`src/rtl/sc_run_controller.sv`:
```
// sc_run_controller: generates the per-cycle commit enable for the single-cycle
// CPU. Supports free-run, single-step, fixed-length burst, and a PC breakpoint.
//
//   state | meaning
//   ------+--------------------------------------------------------------
//   IDLE  | CPU held; waiting for run switch, step press or burst start
//   RUN   | free-run while the run switch is high, until halt/breakpoint
//   STEP  | commit exactly one instruction, then back to IDLE
//   BURST | commit a loaded number of instructions, then back to IDLE
module sc_run_controller #(
    parameter int SYNC_STAGES = 2,
    parameter int CNT_W       = 16
) (
    input  logic             clock,
    input  logic             resetn,
    input  logic             run_sw,
    input  logic             step_btn,
    input  logic             burst_go,
    input  logic [CNT_W-1:0] burst_len,
    input  logic             halt_req,
    input  logic             bp_en,
    input  logic [31:0]      bp_addr,
    input  logic [31:0]      pc,
    output logic             cpu_en,
    output logic [1:0]       state,
    output logic             bp_hit,
    output logic [31:0]      inst_count
);

    typedef enum logic [1:0] {
        S_IDLE  = 2'b00,
        S_RUN   = 2'b01,
        S_STEP  = 2'b10,
        S_BURST = 2'b11
    } state_t;

    state_t                 r_state, w_state_nxt;
    logic [SYNC_STAGES-1:0] r_run_sync;
    logic [SYNC_STAGES-1:0] r_step_sync;
    logic                   r_step_prev;
    logic [CNT_W-1:0]       r_cnt, w_cnt_nxt;
    logic                   r_armed, w_armed_nxt;
    logic                   r_run_block, w_run_block_nxt;
    logic                   r_bp_hit, w_bp_hit_nxt;
    logic [31:0]            r_inst_cnt;

    logic w_run_s;
    logic w_step_s;
    logic w_step_pulse;
    logic w_bp_match;
    logic w_stop;
    logic w_cpu_en;

    assign w_run_s      = r_run_sync[SYNC_STAGES-1];
    assign w_step_s     = r_step_sync[SYNC_STAGES-1];
    assign w_step_pulse = w_step_s & ~r_step_prev;

    // armed keeps a resumed run from re-stopping on the instruction it stopped at
    assign w_bp_match = bp_en & r_armed & (pc == bp_addr);
    assign w_stop     = halt_req | w_bp_match;

    // Commit enable is purely combinational so a stop suppresses this very cycle
    always_comb begin
        w_cpu_en = 1'b0;
        case (r_state)
            S_RUN:   w_cpu_en = w_run_s & ~w_stop;
            S_STEP:  w_cpu_en = ~halt_req;
            S_BURST: w_cpu_en = ~w_stop;
            default: w_cpu_en = 1'b0;
        endcase
    end

    // Synchronizers for the asynchronous switch and button, plus step edge history
    always_ff @(posedge clock or negedge resetn) begin
        if (!resetn) begin
            r_run_sync  <= '0;
            r_step_sync <= '0;
            r_step_prev <= 1'b0;
        end else begin
            r_run_sync  <= {r_run_sync[SYNC_STAGES-2:0], run_sw};
            r_step_sync <= {r_step_sync[SYNC_STAGES-2:0], step_btn};
            r_step_prev <= w_step_s;
        end
    end

    // Next-state and side-register updates
    always_comb begin
        w_state_nxt     = r_state;
        w_cnt_nxt       = r_cnt;
        w_armed_nxt     = r_armed | w_cpu_en;
        w_run_block_nxt = r_run_block;
        w_bp_hit_nxt    = r_bp_hit;
        case (r_state)
            S_IDLE: begin
                if (halt_req) begin
                    w_state_nxt = S_IDLE;
                end else if (w_run_s && !r_run_block) begin
                    w_state_nxt  = S_RUN;
                    w_armed_nxt  = 1'b0;
                    w_bp_hit_nxt = 1'b0;
                end else if (w_step_pulse) begin
                    w_state_nxt  = S_STEP;
                    w_bp_hit_nxt = 1'b0;
                end else if (burst_go && (burst_len != '0)) begin
                    w_state_nxt  = S_BURST;
                    w_cnt_nxt    = burst_len;
                    w_armed_nxt  = 1'b0;
                    w_bp_hit_nxt = 1'b0;
                end
            end
            S_RUN: begin
                if (w_stop) begin
                    w_state_nxt     = S_IDLE;
                    w_run_block_nxt = 1'b1;
                    w_bp_hit_nxt    = w_bp_match & ~halt_req;
                end else if (!w_run_s) begin
                    w_state_nxt = S_IDLE;
                end
            end
            S_STEP: begin
                w_state_nxt = S_IDLE;
            end
            S_BURST: begin
                if (w_stop) begin
                    w_state_nxt  = S_IDLE;
                    w_cnt_nxt    = '0;
                    w_bp_hit_nxt = w_bp_match & ~halt_req;
                end else if (r_cnt == CNT_W'(1)) begin
                    w_state_nxt = S_IDLE;
                    w_cnt_nxt   = '0;
                end else begin
                    w_cnt_nxt = r_cnt - CNT_W'(1);
                end
            end
            default: w_state_nxt = S_IDLE;
        endcase
        // Lowering the switch is what re-enables free-run after a stop
        if (!w_run_s) begin
            w_run_block_nxt = 1'b0;
        end
    end

    // State register and controller flags
    always_ff @(posedge clock or negedge resetn) begin
        if (!resetn) begin
            r_state     <= S_IDLE;
            r_cnt       <= '0;
            r_armed     <= 1'b0;
            r_run_block <= 1'b0;
            r_bp_hit    <= 1'b0;
        end else begin
            r_state     <= w_state_nxt;
            r_cnt       <= w_cnt_nxt;
            r_armed     <= w_armed_nxt;
            r_run_block <= w_run_block_nxt;
            r_bp_hit    <= w_bp_hit_nxt;
        end
    end

    // Committed-instruction counter, wraps naturally at 32 bits
    always_ff @(posedge clock or negedge resetn) begin
        if (!resetn) begin
            r_inst_cnt <= '0;
        end else if (w_cpu_en) begin
            r_inst_cnt <= r_inst_cnt + 32'd1;
        end
    end

    assign cpu_en     = w_cpu_en;
    assign state      = r_state;
    assign bp_hit     = r_bp_hit;
    assign inst_count = r_inst_cnt;

endmodule

```
`config.mk`:
```
export PLATFORM = sky130hd
export DESIGN_NAME = sc_run_controller
export DESIGN_NICKNAME = d
export VERILOG_FILES = /design/src/rtl/sc_run_controller.sv
export SDC_FILE = /design/constraint.sdc
export NUM_CORES = 1
export LEC_CHECK = 0
export ABC_AREA = 1
export CORE_ASPECT_RATIO = 0.8
export CORE_MARGIN = 4
export CORE_UTILIZATION = 50
export CTS_CLUSTER_SIZE = 14
export DETAILED_ROUTE_END_ITERATION = 7
export PLACE_DENSITY = 0.82
export SLEW_MARGIN = 20
export SYNTH_ARGS = -nofsm -noshare
export SYNTH_HDL_FRONTEND = slang
export SYNTH_SLANG_ARGS = --single-unit
export TNS_END_PERCENT = 5
```
`constraint.sdc`:
```
create_clock -name clock -period 1.8 [get_ports clock]
set_input_delay 0.36 -clock clock [delete_from_list [all_inputs] [get_ports clock]]
set_output_delay 0.36 -clock clock [all_outputs]
set_load 0.05 [all_outputs]
```
==> reports/metrics.csv <==
stage;metric;value;unit
outcome;status;complete, but fails checks;
outcome;failing checks;setup timing;
floorplan;Die X;115.1;um
critical_path;critical path data required time;1.44;ns
grt;initial antenna violation count;1;
timing;worst hold slack;0.02555;ns
critical_path;RR Endpoint;inst_count[27]$_DFFE_PN0P_;
floorplan;# IOs;123;
synth;sequential fraction of the synthesis area;31.63;%
pwr;worst IR drop on VDD;0.0005652;V
clocking;H-tree levels;3;
synth;number of synthesis warnings;0;
critical_path;R2R Setup Slk;0.08;ns
layout;area of the multi-input gates;2723;um^2
synth;syn_nets;806;
clocking;Worst-path clk slew;0.05;ns
timing;Max Clock Skew;0.008565;ns
place;Final Wtd Congestion;0.9636;
clocking;CTS root buf;clkbuf_16;
floorplan;Initial Util;52.69;%
pwr;Int Pwr;3.307;mW
clocking;worst skew pair latency;0.33;ns
critical_path;R2R depth;8;
layout;most frequent cells in the layout;206 x nand2_1, 105 x inv_1, 100 x nor2_1, 87 x buf_4, 55 x dfrtp_1;
timing;Final period util;113.2;%
flow_run;Max Cap Viol;0;
floorplan;site row count;30;
route;via count;5227;
layout;register area;1455;um^2
synth;synth unique cells;29;
clocking;CTS Buffer Depth;2;
layout;proportion of layout cells with a drive suffix above 1;17.34;%
route;first drt pass iteration count;5;
min_path;worst hold-check path type;primary input to async pin;
critical_path;Crit Path Max Fanout;3;
clocking;cts bufs inserted;9;
layout;P&R area growth vs syn;42.81;%
timing;unrepaired setup endpoints after global routing;yes;
route;Iter 0 DRT Violations;432;
layout;Fillers;686;
critical_path;Crit Path Class;primary input to output port;
pwr;combinational share of power;36.1;%
route;final antenna-violating net count;0;
timing;fin worst setup slack;-0.2379;ns
synth;Mean Syn Cell Area;6.408;um^2
route;DRC;0;
pwr;sequential power share;34.3;%
critical_path;Worst Path Arrival;1.68;ns
timing;final setup vio count;1;
pwr;Lkg Pwr;3.444;nW
floorplan;Die Area;10780;um^2
clocking;CTS Sinks;58;
floorplan;die height;93.68;um
synth;cells after synthesis;716;
pwr;P per Cell Area;827.6;nW/um^2
synth;register bit count reported by yosys;58;
place;DP HPWL;10900;um
timing;achievable frequency;0.4907;GHz
layout;ANT cells;0;
route;wire length per cell;14.46;um
grt;total congestion overflow;0;
grt;first-pass GRT wire length;23460;um
timing;worst-margin pin slew;0.3740;ns
route;Via density;5.196;
critical_path;Worst Setup End Kind;output port;
grt;vias in the first global route;4997;
place;# port buffers;122;
route;Post-Route WL;14550;um
critical_path;Startpoint Class;primary input;
pwr;sw frac;39.02;%
timing;minimum clock period;2.038;ns
critical_path;Critical Path Source;pc[24];
critical_path;worst r2r src;inst_count[7]$_DFFE_PN0P_;
timing;Max Slew Vio Count;0;
timing;setup TNS;-0.2379;ns
pwr;Clock power frac;29.6;%
layout;Total Nets Final;979;
clocking;CTS tree;yes;
floorplan;Core ar.;8708;um^2
layout;commonest non-fill, non-tap cell in the layout;nand2_1;
grt;Tot GR Track Use;26.83;%
timing;Hold Vio Cnt, Final;0;
place;Setup WS pre-CTS;-0.5062;ns
synth;Netlist Area Pre-Place;4588;um^2
timing;Rel. slew slack;74.88;%
grt;pin count of the biggest net entering global routing;59;
clocking;cts-stage hold buffer count;0;
pwr;P_sw;2.116;mW
-- power by group through the flow --
stage	Clock, mW	Sequential [mW]	Combinational, mW
CTS	1.62	1.84	1.89
global route	1.69	1.88	2.16
finish	1.61	1.86	1.96
detailed placement	0	1.85	1.89
floorplan	0	2.00	0.994
global placement	0	1.84	1.82
-- sequential cells by signal, indices dropped and copies added, names as in the netlist --
register / cells
r_armed: 1
r_step_sync: 2
inst_count: 32
bp_hit: 1
r_run_block: 1
r_run_sync: 2
r_step_prev: 1
state: 2
r_cnt: 16
-- synth_stat cells --
| master | instances | share of area [%] |
|---|---|---|
| xnor2_1 | 18 | 3.4 |
| nand3_4 | 2 | 0.76 |
| nor4_1 | 9 | 1.2 |
| clkbuf_1 | 4 | 0.33 |
| clkinv_1 | 1 | 0.082 |
| nor3_1 | 19 | 2.1 |
| nor3_4 | 2 | 0.71 |
| nand3_1 | 51 | 5.6 |
| buf_4 | 6 | 0.98 |
| inv_1 | 106 | 8.7 |
| a31oi_2 | 1 | 0.27 |
| nand4_1 | 23 | 3.1 |
| ha_1 | 3 | 0.82 |
| o21ai_1 | 3 | 0.33 |
| nor2_1 | 107 | 8.8 |
| nor2_2 | 2 | 0.27 |
| nand2b_1 | 1 | 0.14 |
| nand3_2 | 1 | 0.22 |
| buf_2 | 4 | 0.44 |
| or2_2 | 2 | 0.27 |
| buf_6 | 3 | 0.74 |
| xor2_1 | 35 | 6.7 |
| nand2_4 | 2 | 0.49 |
| o21ai_0 | 7 | 0.76 |
| dfrtp_1 | 58 | 32 |
| inv_2 | 1 | 0.082 |
| nand2_1 | 208 | 17 |
| a21oi_1 | 34 | 3.7 |
| nand2_2 | 3 | 0.41 |
-- stage by stage --
stage | cell area, um^2 | instances | total power [mW] | util, %
3_5_place_dp | 6195 | 984 | 3.741 | 71.14
4_1_cts | 6472 | 1005 | 5.356 | 74.32
6_report | 6553 | 1006 | 5.423 | 75.24
3_3_place_gp | 6195 | 984 | 3.663 | 71.14
2_1_floorplan | 4597 | 716 | 2.993 | -
5_1_grt | 6553 | 1006 | 5.730 | 75.24
-- how the worst max path moves through the flow --
| stage | slack, ns | end | cells after the start |
|---|---|---|---|
| after global routing | -0.37 | cpu_en | 10 |
| after global placement | -0.45 | cpu_en | 13 |
| final | -0.24 | cpu_en | 10 |
| after floorplan | -0.04 | inst_count[29]$_DFFE_PN0P_ | 8 |
| after CTS | -0.21 | cpu_en | 10 |
| after detailed placement | -0.51 | inst_count[1]$_DFFE_PN0P_ | 12 |
-- area by class of cell --
type | instances | share of cell area, %
multi-input combinational | 533 | 41.55
timing repair buffer | 179 | 23.64
sequential | 58 | 22.21
inverter | 108 | 6.187
clock buffer | 10 | 3.647
tap | 112 | 2.139
clock inverter | 6 | 0.6301
-- logic make-up (layout without fill, tap and decap cells) --
kind of cell    count (synthesis)  count (layout)  synth area share, %
simple gates                  432             432                41.04
buf+inv                       125             303                11.32
flops                          58              58                31.63
xor+xnor                       53              53                10.12
compound gates                 45              45                5.072
fa+ha+maj                       3               3               0.8182
-- repair_timing --
| action | 4_1_cts | 5_1_grt |
|---|---|---|
| setup buffers | 5 | 1 |
| pin swaps | 48 | 8 |
| gates resized for setup | 97 | 20 |
| cloned | 0 | 0 |
| endpoints found under the setup margin | 34 | 34 |
-- layer usage --
| layer | GRT usage, % | share of wire [%] |
|---|---|---|
| met1 | 36.88 | 44 |
| met2 | 43.83 | 47 |
| met3 | 4.443 | 8.0 |
| met4 | 7.136 | 0.96 |
| met5 | 0 | 0.089 |
-- worst max-delay path: stages --
cell and delay, ns:
dlygate4sd2_1 0.26, xnor2_2 0.20, nand3_1 0.10, nor2_1 0.11
nand2_1 0.08, nor2_2 0.15, nand3_2 0.11, nand2_4 0.08
nand2_4 0.08, buf_12 0.15
(Power assumes the default switching activity.)
